[config.mk]
export PLATFORM = sky130hd
export DESIGN_NAME = stack_controller
export DESIGN_NICKNAME = d
export VERILOG_FILES = /design/src/rtl/stack_controller.sv
export SDC_FILE = /design/constraint.sdc
export NUM_CORES = 1
export LEC_CHECK = 0
export ABC_AREA = 1
export BUFFER_PORTS_ARGS = -buffer_cell sky130_fd_sc_hd__buf_2
export CAP_MARGIN = 20
export CORE_ASPECT_RATIO = 0.8
export CORE_MARGIN = 3
export CORE_UTILIZATION = 45
export CTS_CLUSTER_DIAMETER = 80
export CTS_CLUSTER_SIZE = 8
export DETAILED_ROUTE_END_ITERATION = 10
export PLACE_DENSITY = 0.84
export SLEW_MARGIN = 30
export SYNTH_ARGS = -nofsm -noshare
export SYNTH_HDL_FRONTEND = slang
export SYNTH_SLANG_ARGS = --single-unit
[constraint.sdc]
create_clock -name CLK -period 1.8 [get_ports CLK]
set_input_delay 0.18 -clock CLK [delete_from_list [all_inputs] [get_ports CLK]]
set_output_delay 0.18 -clock CLK [all_outputs]
set_load 0.02 [all_outputs]
[src/rtl/stack_controller.sv]
// stack_controller: arbitrates two push/pop requesters onto one stack pointer
// and one stack RAM. Push writes at SP and then decrements SP. Pop increments
// SP and then reads at the new SP. Requests that would overflow or underflow
// the stack are rejected with ERR.
//
// Handshake: a requester holds REQx (with OPx/WDATAx) until it sees DONEx.
// GNTx is high for the whole transaction. DONEx is a one-cycle pulse.
// REQ, OP and WDATA are sampled only in IDLE, so changes during a transaction
// have no effect. The FSM always spends at least one cycle in IDLE between
// transactions.
module stack_controller #(
    parameter logic [15:0] STACK_TOP    = 16'h01FF,
    parameter logic [15:0] STACK_BOTTOM = 16'h0100
) (
    input  logic        CLK,
    input  logic        RST,
    input  logic        REQ0,
    input  logic        OP0,
    input  logic [15:0] WDATA0,
    input  logic        REQ1,
    input  logic        OP1,
    input  logic [15:0] WDATA1,
    output logic        GNT0,
    output logic        GNT1,
    output logic        DONE0,
    output logic        DONE1,
    output logic [15:0] RDATA,
    output logic        ERR,
    input  logic [15:0] SP_VAL,
    output logic        SP_INC,
    output logic        SP_DEC,
    output logic [15:0] MEM_ADDR,
    output logic [15:0] MEM_WDATA,
    output logic        MEM_WE,
    output logic        MEM_RE,
    input  logic [15:0] MEM_RDATA,
    output logic [3:0]  o_dbg_state
);

    typedef enum logic [3:0] {
        S_IDLE        = 4'd0,
        S_PUSH_WR     = 4'd1,
        S_PUSH_SETTLE = 4'd2,
        S_POP_INC     = 4'd3,
        S_POP_SETTLE  = 4'd4,
        S_POP_RD      = 4'd5,
        S_POP_CAP     = 4'd6,
        S_FAIL        = 4'd7,
        S_DONE        = 4'd8
    } state_t;

    state_t      r_state;
    state_t      w_next;
    logic        r_port;        // port owning the current transaction
    logic [15:0] r_data;        // push data latched in IDLE
    logic [15:0] r_rdata;
    logic        r_last_served;

    logic        w_req_any;
    logic        w_pick;
    logic        w_op;
    logic [15:0] w_wdata;

    // Round-robin pick: on a tie, serve the port not served last.
    always_comb begin
        w_req_any = REQ0 | REQ1;
        w_pick    = (REQ0 && REQ1) ? ~r_last_served : REQ1;
        w_op      = w_pick ? OP1 : OP0;
        w_wdata   = w_pick ? WDATA1 : WDATA0;
    end

    // State register plus the latched transaction context and pop result.
    always_ff @(posedge CLK) begin
        if (!RST) begin
            r_state       <= S_IDLE;
            r_port        <= 1'b0;
            r_data        <= 16'h0000;
            r_rdata       <= 16'h0000;
            r_last_served <= 1'b1;
        end else begin
            r_state <= w_next;
            if (r_state == S_IDLE && w_req_any) begin
                r_port <= w_pick;
                r_data <= w_wdata;
            end
            if (r_state == S_POP_CAP) begin
                r_rdata <= MEM_RDATA;
            end
            // A rejection goes straight from IDLE to FAIL, so r_port is not latched yet.
            if (w_next == S_FAIL) begin
                r_last_served <= w_pick;
            end else if (w_next == S_DONE && r_state != S_DONE) begin
                r_last_served <= r_port;
            end
        end
    end

    // Next-state logic and Moore output decode.
    always_comb begin
        w_next    = r_state;
        GNT0      = 1'b0;
        GNT1      = 1'b0;
        DONE0     = 1'b0;
        DONE1     = 1'b0;
        ERR       = 1'b0;
        SP_INC    = 1'b0;
        SP_DEC    = 1'b0;
        MEM_ADDR  = 16'h0000;
        MEM_WDATA = 16'h0000;
        MEM_WE    = 1'b0;
        MEM_RE    = 1'b0;

        if (r_state != S_IDLE) begin
            GNT0 = ~r_port;
            GNT1 = r_port;
        end

        case (r_state)
            S_IDLE: begin
                if (w_req_any) begin
                    if (w_op) begin
                        w_next = (SP_VAL >= STACK_BOTTOM) ? S_PUSH_WR : S_FAIL;
                    end else begin
                        w_next = (SP_VAL < STACK_TOP) ? S_POP_INC : S_FAIL;
                    end
                end
            end
            S_PUSH_WR: begin
                MEM_ADDR  = SP_VAL;
                MEM_WDATA = r_data;
                MEM_WE    = 1'b1;
                SP_DEC    = 1'b1;
                w_next    = S_PUSH_SETTLE;
            end
            S_PUSH_SETTLE: w_next = S_DONE;
            S_POP_INC: begin
                SP_INC = 1'b1;
                w_next = S_POP_SETTLE;
            end
            S_POP_SETTLE: w_next = S_POP_RD;
            S_POP_RD: begin
                MEM_ADDR = SP_VAL;
                MEM_RE   = 1'b1;
                w_next   = S_POP_CAP;
            end
            S_POP_CAP: w_next = S_DONE;
            S_FAIL: begin
                DONE0  = ~r_port_or_pick_unused();
                DONE1  = r_port;
                ERR    = 1'b1;
                w_next = S_IDLE;
            end
            S_DONE: begin
                DONE0  = ~r_port;
                DONE1  = r_port;
                w_next = S_IDLE;
            end
            default: w_next = S_IDLE;
        endcase
    end

    // Keeps the FAIL decode identical in form to DONE.
    function automatic logic r_port_or_pick_unused();
        return r_port;
    endfunction

    assign RDATA       = r_rdata;
    assign o_dbg_state = r_state;

endmodule

**After elaboration in Yosys (flattened, before gate mapping)**

Index checks and enable logic that the tools add are counted.

- Bits in registers: 38
- Latch bits: 0
- Bits in writable memories: 0
- ROM bits: 0
- Input bits: 70
- Logic and storage cells: 50
- Memories kept: 0

- $add $sub $neg: 0
- $mul: 0
- Div/mod/pow operators: 0
- $lt $le $gt $ge: 2
- Eq/ne operators: 11
- Shifts and indexed selects: 0
- Mux-type cells: 20
- Bitwise logic cells: 3
- Reductions and logical operators: 9

Operator list:

| cell | number |
|---|---|
| $mux W16 | 3 |
| $pmux W4 S6 | 1 |
| $eq A4 B3 Y1 const B | 5 |
| $ge A16 B9 Y1 const B | 1 |
| $lt A16 B9 Y1 const B | 1 |
| $mux W1 | 12 |
| $mux W3 | 3 |
| $eq A4 B2 Y1 const B | 2 |
| $eq A4 B4 Y1 const B | 2 |
| $reduce_or A2 Y1 | 3 |
| $eq A4 B1 Y1 const B | 1 |
| $logic_not A4 Y1 | 1 |
| $mux W4 | 1 |
| $ne A4 B4 Y1 const B | 1 |
| $reduce_bool A4 Y1 | 1 |
| $logic_and A1 B1 Y1 | 3 |
| $not A1 Y1 | 2 |
| $reduce_bool A2 Y1 | 1 |
| $or A1 B1 Y1 | 1 |

**Depth between registers and ports, before layout**

Gate-level depths: netlist (run 1).

- Depth in word-level cells: 10
- Mapped depth: 11
- Depth with buffers taken out: 11

**Least setup slack after synthesis (run 1)**

No wires, ideal clock.

- Path type: flip-flop to output port
- From: register r_state[0], in the netlist o_dbg_state[0]
- To: output MEM_WDATA[10]
- Arrival: 1.645 ns
- Data required time: 1.620 ns
- Setup slack: -0.025 ns
- Stages on the path, launching flop included: 8
- Buffers on the path: 1
- Cell sequence: dfxtp_1 > inv_1 > nor2_1 > inv_1 > nor2_2 > inv_2 > buf_2 > nor2_1

- Word-level cells in the longest chain between the ends: 2

RTL lines:

| what | line | RTL |
|---|---|---|
| from (decl) | 52 | `state_t r_state;` |
| from (signal assigned) | 81 | `r_state <= w_next;` |
| $eq A4 B1 Y1 | 118 | `case (r_state)` |
| $mux W16 | 118 |  |
| to (decl) | 33 | `output logic [15:0] MEM_WDATA,` |

No other way between the ends.

**Worst setup path in the final report (run 1)**

- From: register r_state[0], in the netlist o_dbg_state[0]
- To: output MEM_WDATA[2]

The elaborated chain is that of the path after synthesis.

==> metrics, run 1 <==
Hold Crit Depth 3; Routed WL between 5000 and 6000 microns; Worst setup EP type output port; Max clock buf depth 2; overall power roughly 0.0038 W; post-synthesis cell count around 330; Reg clk slew, reported paths 70 ps; met3 Use GR 0.0504; R2R setup slack ~480 ps; Synth area leader dfxtp_1; Die Width 81.5 microns; Post-Syn Area between 0.002 and 0.0025 sq mm; sequential fraction of the synthesis area 0.371; Pins Over Slew Limit 0; final hold slack roughly 120 ps; initial antenna violation count 0; max_cap viols 0; power share of the sequential group 0.326; first-pass GRT wire length approximately 9000 microns; Post-synth EDFFs 0; RSZ-0062 raised after global routing false; CP Capture Point MEM_WDATA[2]; Clk Tree Root Cell clkbuf_8; Via Count ~2.4k; TNS Setup 0 ps; Switching Share 0.468; share of Yosys cell area claimed by the top area cell type 0.371; Final Non-Filler Cells 517; ys flop type dfxtp_1; ant diodes 0; clock skew 4.72 ps; Final GP Congestion ~0.84; Power Density between 1000 and 1500 mW/mm^2; Max-slew headroom 0.560; grt total ovfl 0; Starting Density 0.479; YS warnings 0; CTS tree built; Util after Layout 0.657; busiest layer in global routing met2; critical path start-end classification flop to output port; final worst path period share 0.915; Clock power frac 0.154; final hold vios 0; ys async rst share 0; Switch Pwr 0.00178 W; Final nets 529; Reg2Reg Capture Point r_data[15]; synth-to-layout area growth 37.3%; reg2reg path depth 7; die area 0.00541 sq mm; Worst Setup SP o_dbg_state[0]; # H-tree levels 2; gr usage total 0.210; top fanout value on the critical path 16; 1st-pass router iterations 5; Leak approximately 1.6 nW; launching point of the worst reg2reg path o_dbg_state[1]; syn_nets a little over 400; Avg Synthesized Cell Area 6.15 sq um; Final setup viols 0; Clock Sinks 38; status finished clean; post-layout min period around 1600 ps; Hold Path Class primary input to flop; Startpoint Class flop; Worst Path Required ~1600 ps; Final HPWL DP around 4300 microns; Ports around 130; Port Buffer Count 130; f_max between 0.6 and 0.7 GHz; Worst-Skew Late Latency 280 ps; initial drt markers between 80 and 90; vias in the first global route around 2.1k; DR WL/cell between 10 and 15 microns; routing usage on met2 0.372; Critical Path AT roughly 1500 ps; post-synthesis register bit count 38; Yosys cell types 21; Gate power share 0.521; worst-margin pin slew roughly 660 ps; top cells by count, synth nor2_1 (104), inv_1 (49), nand2_1 (43); share of cells above drive strength 1 0.365; cts bufs inserted 5; Int Power 0.00202 W; dpl cells about 500; grt met1 use 0.257; synth top area cells dfxtp_1 (37%), nor2_1 (19%), inv_1 (9.0%), nand2_1 (7.9%), a21oi_1 (5.4%); count leader, synth nor2_1; vias per cell between 4 and 5; cts hold-fix bufs 0; FP Rows 21; # DRC 0; worst vdd rail ir drop 0.728 mV; DIE HEIGHT 66.4 microns; pin count of the biggest net entering global routing 34; Final ANT Viol Nets 0; core area 0.00428 sq mm
-- cell type report --
type | instances | area [sq um]
Fill cell | 398 | 1470
Multi-Input combinational cell | 230 | 1020
Sequential cell | 38 | 764
Timing Repair Buffer | 132 | 668
Inverter | 52 | 200
Clock buffer | 7 | 86.3
Tap cell | 57 | 71.3
Clock inverter | 1 | 5.00
-- timing repair --
item,CTS,global route
endpoints found under the hold margin,0,0
endpoints found under the setup margin,1,32
resized for setup,1,8
setup buffers,0,0
-- flip-flops by register name (all words and copies together), names as in the netlist --
signal and count:
o_dbg_state 4, r_data 16, RDATA 16, r_last_served 1, r_port 1
-- cells by family (layout without fill, tap and decap cells) --
logic type / Yosys count / in the layout / synth area share
buffers and inverters: 65 / 192 / 0.138
flip-flops: 38 / 38 / 0.371
AND/OR/NAND/NOR: 173 / 173 / 0.350
AO/OA/AOI/OAI: 57 / 57 / 0.140
-- cells in the final DEF (no fill, tap or decap), drive strengths merged, types with 5 or more instances in the layout --
master and count:
o21ai 33, buf 132, nand2 45, nor2 122
a21oi 22, nand3 5, clkbuf 7, inv 52
dfxtp 38
-- how the worst min path moves through the flow --
stage               slack (ps)          from       end
detailed placement         410  MEM_RDATA[7]  RDATA[7]
finish                     120  MEM_RDATA[7]  RDATA[7]
global placement           400  MEM_RDATA[8]  RDATA[8]
floorplan                  310  MEM_RDATA[0]  RDATA[0]
CTS                        110  MEM_RDATA[7]  RDATA[7]
global route               120  MEM_RDATA[6]  RDATA[6]
-- critical path, cell delays in order, from the launching register on --
cell and delay, ps:
dfxtp_2 380, inv_1 80, nor2_2 110, inv_1 90, nor2_4 140, inv_4 110, nor2_1 110, buf_2 170
-- power groups by stage --
stage / registers [W] / clock network, W / logic, W
2_1_floorplan: 0.00131 / 0 / 0.00140
3_3_place_gp: 0.00123 / 0 / 0.00193
3_5_place_dp: 0.00124 / 0 / 0.00196
4_1_cts: 0.00122 / 0.000596 / 0.00196
5_1_grt: 0.00127 / 0.000636 / 0.00222
6_report: 0.00124 / 0.000583 / 0.00198
-- stage by stage --
stage	setup slack (ps)	instance area (sq um)
finish	154	2810
global route	9.36	2810
CTS	41.5	2790
detailed placement	293	2700
global placement	393	2700
floorplan	-24.6	2050
-- routing by layer --
metal	share of wire	wire, microns
met5	0	0
met3	0.073	414
met2	0.47	2690
met4	0.0044	25
met1	0.45	2560
(Power assumes the default switching activity.)
==> run 2: changes to the inputs <==
- PLACE_DENSITY: 0.84 -> default
- PLACE_DENSITY_LB_ADDON: default -> 0.1
==> run 2 against run 1 <==
  * Flip-flop and latch count is the same
  * Core utilization shrank 0.32 points
  * Routed wire length shrank 3.8%
  * Critical path depth is the same
  * Sequential power is essentially flat
  * Count of clock-buffer cells in the layout shrank 2
  * Non-clock buffer count is the same
  * Via count shrank 3.4%
  * Cell count shrank 0.19%
  * Die area is the same
  * Maximum frequency shrank 1.9%
  * Critical path type unchanged
  * Highest routed layer unchanged
==> metrics, run 2 (synthesis results as in run 1) <==
status finished clean; Fill cells 423 (+6.3%); Util after Layout 0.654 (-0.00321); Switching Share 0.473 (+0.00484); routing usage on met2 0.350 (-0.0224); 1st-pass router iterations 4 (-1); vias in the first global route 1981 (-6.4%); gr usage total 0.201 (-0.00850); worst vdd rail ir drop 0.757 mV (+4.0%); max_cap viols 0 (unchanged); Worst Path Buf+Inv 4 (unchanged); Starting Density 0.479 (unchanged); Critical Path AT 1500 ps (+30 ps); RSZ-0062 raised after global routing false; Worst Setup Slack post-DPL 294 ps (+0.407 ps); Startpoint Class flop; final worst setup slack 121 ps (-32.7 ps); Leak 1.57 nW (-0.41%); die area 0.00541 sq mm (unchanged); most used cell, CP inv_1; initial drt markers 106 (+29%); final hold vios 0 (unchanged); commonest cells after routing, fill and taps aside buf_2 (128), nor2_1 (103), inv_1 (49), nand2_1 (42), dfxtp_1 (36); Hold Path Class primary input to flop; CTS tree built; Reg area 763 sq um (-0.16%); first-pass GRT wire length 8650 microns (-3.8%); ant diodes 0 (unchanged); # H-tree levels 2 (unchanged); Pins Over Slew Limit 0 (unchanged); share of cells above drive strength 1 0.362 (-0.00356); Final nets 529 (unchanged); TNS Setup 0 ps (unchanged); cts hold-fix bufs 0 (unchanged); initial antenna violation count 0 (unchanged); FP Rows 21 (unchanged); worst-margin pin slew 681 ps (+21.2 ps); Final setup viols 0 (unchanged); Max-slew headroom 0.546 (-0.0142); Clock Sinks 38 (unchanged); cell family with most CP delay buffers and inverters; Power Density 1330 mW/mm^2 (-1.1%); final hold slack 118 ps (-2.98 ps); final worst path period share 0.933 (+0.0181); core area 0.00428 sq mm (unchanged); Routed WL 5470 microns (-3.8%); CP max stage delay 370 ps (about the same); pin count of the biggest net entering global routing 34 (unchanged); f_max 0.596 GHz (-1.9%); busiest layer in global routing met2; Die Width 81.5 microns (unchanged); DR WL/cell 10.6 microns (-3.6%); clock skew 7.64 ps (+2.92 ps); Final HPWL DP 4120 microns (-4.7%); Final ANT Viol Nets 0 (unchanged); top fanout value on the critical path 16 (unchanged); post-CTS setup buffers 0 (unchanged); Via Count 2307 (-3.4%); multi-input logic area 0.00102 sq mm (-0.25%); power share of the sequential group 0.329 (+0.003); crit path cell chain inv_1 -> nor2_2 -> inv_1 -> nor2_4 -> inv_4 -> nor2_1 -> buf_2; critical path start-end classification flop to output port; Worst-Skew Late Latency 280 ps (about the same); Slowest cell on crit path dfxtp_2; synth-to-layout area growth 36.6%; DIE HEIGHT 66.4 microns (unchanged); Port Buffer Count 130 (unchanged); Clock power frac 0.146 (-0.008); Final GP Congestion 0.811 (-3.4%); grt met1 use 0.245 (-0.0123); grt total ovfl 0 (unchanged); vias per cell 4.47 (-3.2%); Gate power share 0.526 (+0.005); cts bufs inserted 5 (unchanged); most common cell after layout, fill and taps aside buf_2; post-layout min period 1680 ps (+32.7 ps); Worst setup EP type output port; Int Power 0.00197 W (-2.5%); met3 Use GR 0.0640 (+0.0136); Clk Tree Root Cell clkbuf_8; Ports 131 (unchanged); Reg clk slew, reported paths 80 ps (about the same); Max clock buf depth 2 (unchanged); # DRC 0 (unchanged); Switch Pwr 0.00177 W (-0.56%); Worst Path Required 1620 ps (about the same)
[run 2: cell types whose count changed in the layout (fill, tap and decap cells not counted), sizes merged]
cell,previous run,this run
clkbuf,7,5
clkinv,1,2
[run 2: layer usage]
metal / vias to the layer above / part of all wire
met2: 82 / 0.45
li1: 1256 / -
met3: 2 / 0.097
met5: - / 0
met4: 0 / 0.0035
met1: 967 / 0.45
[run 2: cell type report]
type | instances | share of cell area
timing repair buffer | 132 | 0.239
inverter | 52 | 0.0715
sequential | 38 | 0.273
multi-input combinational | 230 | 0.363
clock buffer | 5 | 0.0246
clock inverter | 2 | 0.00357
tap | 57 | 0.0255
[run 2: final timing paths]
path	from	slack, ps	depth (start not counted)	end
max	o_dbg_state[0]	120	7	MEM_WDATA[0]
max reg2reg	o_dbg_state[2]	360	7	RDATA[0]
min reg2reg	r_data[8]	470	2	r_data[8]
min	MEM_RDATA[7]	120	3	RDATA[7]
[run 2: repair_timing]
item,in CTS,in global routing
setup endpoints to repair,15,17
hold endpoints to repair,0,0
pin swaps,0,1
gates resized for setup,3,5
[run 2: metrics by stage]
| stage | power, W | cell area (sq um) | instances |
|---|---|---|---|
| 6_report | 0.00374 | 2800 | 516 |
| 5_1_grt | 0.00406 | 2800 | 516 |
| 4_1_cts | 0.00375 | 2790 | 516 |
| 3_5_place_dp | 0.00318 | 2700 | 509 |
| 3_3_place_gp | 0.00316 | 2700 | 509 |
| 2_1_floorplan | 0.00272 | 2050 | 333 |
[run 2: tightest hold or removal path, cell delays in order]
cell,delay (ps)
buf_2,70
nor2_1,30
nor2_1,80
[run 2: power groups by stage]
stage	combinational (W)	clock, W	sequential, W
2_1_floorplan	0.00140	0	0.00131
3_3_place_gp	0.00192	0	0.00123
5_1_grt	0.00222	0.000584	0.00126
6_report	0.00196	0.000543	0.00123
3_5_place_dp	0.00195	0	0.00124
4_1_cts	0.00197	0.000560	0.00122
==> run 3: changes to the inputs <==
- CORE_MARGIN: 3 -> 1.5
- SKIP_LAST_GASP: default -> 1
==> run 3 against run 2 <==
  * Core utilization up 0.38 points
  * Largest power group unchanged
  * Global-route usage is 0.76 points higher
  * Sequential power about the same
  * Largest cell class unchanged
  * First-iteration DRC count is 3.8% higher
==> metrics, run 3 (synthesis results as in run 1) <==
status finished clean; f_max 0.590 GHz (-0.98%); PostCTS Resize Cnt 3 (unchanged); final worst setup slack 104 ps (-16.7 ps); Final HPWL DP 4020 microns (-2.5%); design area 0.00282 sq mm (+0.58%); Worst Setup SP o_dbg_state[1]; max_cap viols 0 (unchanged); # H-tree levels 2 (unchanged); grt total ovfl 0 (unchanged); CP Capture Point MEM_WDATA[13]; Clock Sinks 38 (unchanged); critical path start-end classification flop to output port; R2R setup slack 330 ps (-30 ps); Reg2Reg Capture Point RDATA[0]; top fanout value on the critical path 16 (unchanged); Starting Density 0.479 (unchanged); core area 0.00428 sq mm (unchanged); Final ANT Viol Nets 0 (unchanged); Via Count 2345 (+1.6%); gr usage total 0.209 (+0.00757); pin count of the biggest net entering global routing 34 (unchanged); DIE HEIGHT 63.4 microns (-4.5%); worst-margin pin slew 715 ps (+33.6 ps); ant diodes 0 (unchanged); Routed WL 5400 microns (-1.3%); initial drt markers 110 (+3.8%); vias in the first global route 1985 (+0.20%); Final setup viols 0 (unchanged); worst vdd rail ir drop 0.671 mV (-11%); Die Width 78.5 microns (-3.7%); Worst Path Required 1620 ps (about the same); Worst Setup Slack post-DPL 276 ps (-17.3 ps); DR WL/cell 10.4 microns (-1.7%); most common cell after layout, fill and taps aside buf_2; synth-to-layout area growth 37.4%; cts hold-fix bufs 0 (unchanged); vias per cell 4.53 (+1.3%); Startpoint Class flop; Final GP Congestion 0.872 (+7.5%); post-CTS setup buffers 0 (unchanged); first-pass GRT wire length 8390 microns (-3.0%); final hold slack 126 ps (+7.36 ps); Final nets 530 (+0.19%); Hold Path Class primary input to flop; FP Rows 21 (unchanged); final hold vios 0 (unchanged); Port Buffer Count 130 (unchanged); 1st-pass router iterations 4 (unchanged); commonest cells after routing, fill and taps aside buf_2 (129), nor2_1 (103), inv_1 (49), nand2_1 (42), dfxtp_1 (37); share of cells above drive strength 1 0.360 (-0.00157); Pins Over Slew Limit 0 (unchanged); final worst path period share 0.942 (+0.00926); dpl cells 510 (+0.20%); post-layout min period 1700 ps (+16.7 ps); Worst-Skew Late Latency 270 ps (about the same); Max clock buf depth 2 (unchanged); # DRC 0 (unchanged); Leak 1.58 nW (+0.65%); Clk Tree Root Cell clkbuf_8; launching point of the worst reg2reg path o_dbg_state[1]; initial antenna violation count 0 (unchanged); Critical Path AT 1520 ps (+20 ps); placed cell areas 0.00271 sq mm (+0.28%); Power Density 1340 mW/mm^2 (+0.58%); cts bufs inserted 5 (unchanged); CTS tree built; die area 0.00497 sq mm (-8.0%); Max-slew headroom 0.523 (-0.0224); Reg clk slew, reported paths 70 ps (about the same); reg2reg path depth 5 (-2); Worst setup EP type output port; clock skew 3.09 ps (-4.56 ps); Final Non-Filler Cells 518 (+0.39%); Ports 131 (unchanged)
==> run 3: cell count changes in the layout (fill, tap and decap cells not counted) <==
cell,before,now
buf_2,128,129
clkbuf_1,0,1
clkbuf_8,5,6
clkinv_2,2,1
dfxtp_1,36,37
dfxtp_2,2,1
==> run 3: area by class of cell <==
type / count / area (sq um)
Tap cell: 57 / 71.3
Timing Repair Buffer: 133 / 676
Multi-Input combinational cell: 230 / 1020
Sequential cell: 38 / 762
Fill cell: 445 / 1470
Clock inverter: 1 / 5.00
Inverter: 52 / 200
Clock buffer: 7 / 86.3
==> run 3: stage by stage <==
step           setup TNS (ps)   util  total power, W
3_5_place_dp                0  0.632         0.00319
2_1_floorplan            -246      -         0.00272
5_1_grt                 -14.2  0.658         0.00408
4_1_cts                     0  0.656         0.00380
3_3_place_gp                0  0.632         0.00316
6_report                    0  0.658         0.00378
==> run 3: critical path, cell delays in order (launching register included) <==
cell and delay (ps):
dfxtp_1 410, nor2_2 190, inv_1 100, nor2_4 140, inv_4 100, nor2_1 120
buf_2 170
==> run 3: metal layers <==
metal | GRT usage | vias to the layer above | wire [microns]
li1 | - | 1258 | -
met1 | 0.254 | 1004 | 2450
met5 | 0 | - | 0
met2 | 0.365 | 79 | 2530
met4 | 0.0491 | 0 | 42
met3 | 0.0565 | 4 | 374
==> run 3: how the worst min path moves through the flow <==
stage	start	depth (start not counted)	end	slack [ps]
CTS	MEM_RDATA[2]	3	RDATA[2]	120
finish	MEM_RDATA[15]	3	RDATA[15]	130
floorplan	MEM_RDATA[0]	2	RDATA[0]	310
detailed placement	MEM_RDATA[2]	3	RDATA[2]	410
global placement	MEM_RDATA[2]	3	RDATA[2]	400
global route	MEM_RDATA[2]	3	RDATA[2]	120
==> run 3: power breakdown <==
part | internal, W | leakage [nW] | switching (W)
sequential | 0.00107 | 0.311 | 0.000152
clock | 0.000309 | 0.0482 | 0.000269
combinational | 0.000633 | 1.23 | 0.00134
total | 0.00202 | 1.58 | 0.00176
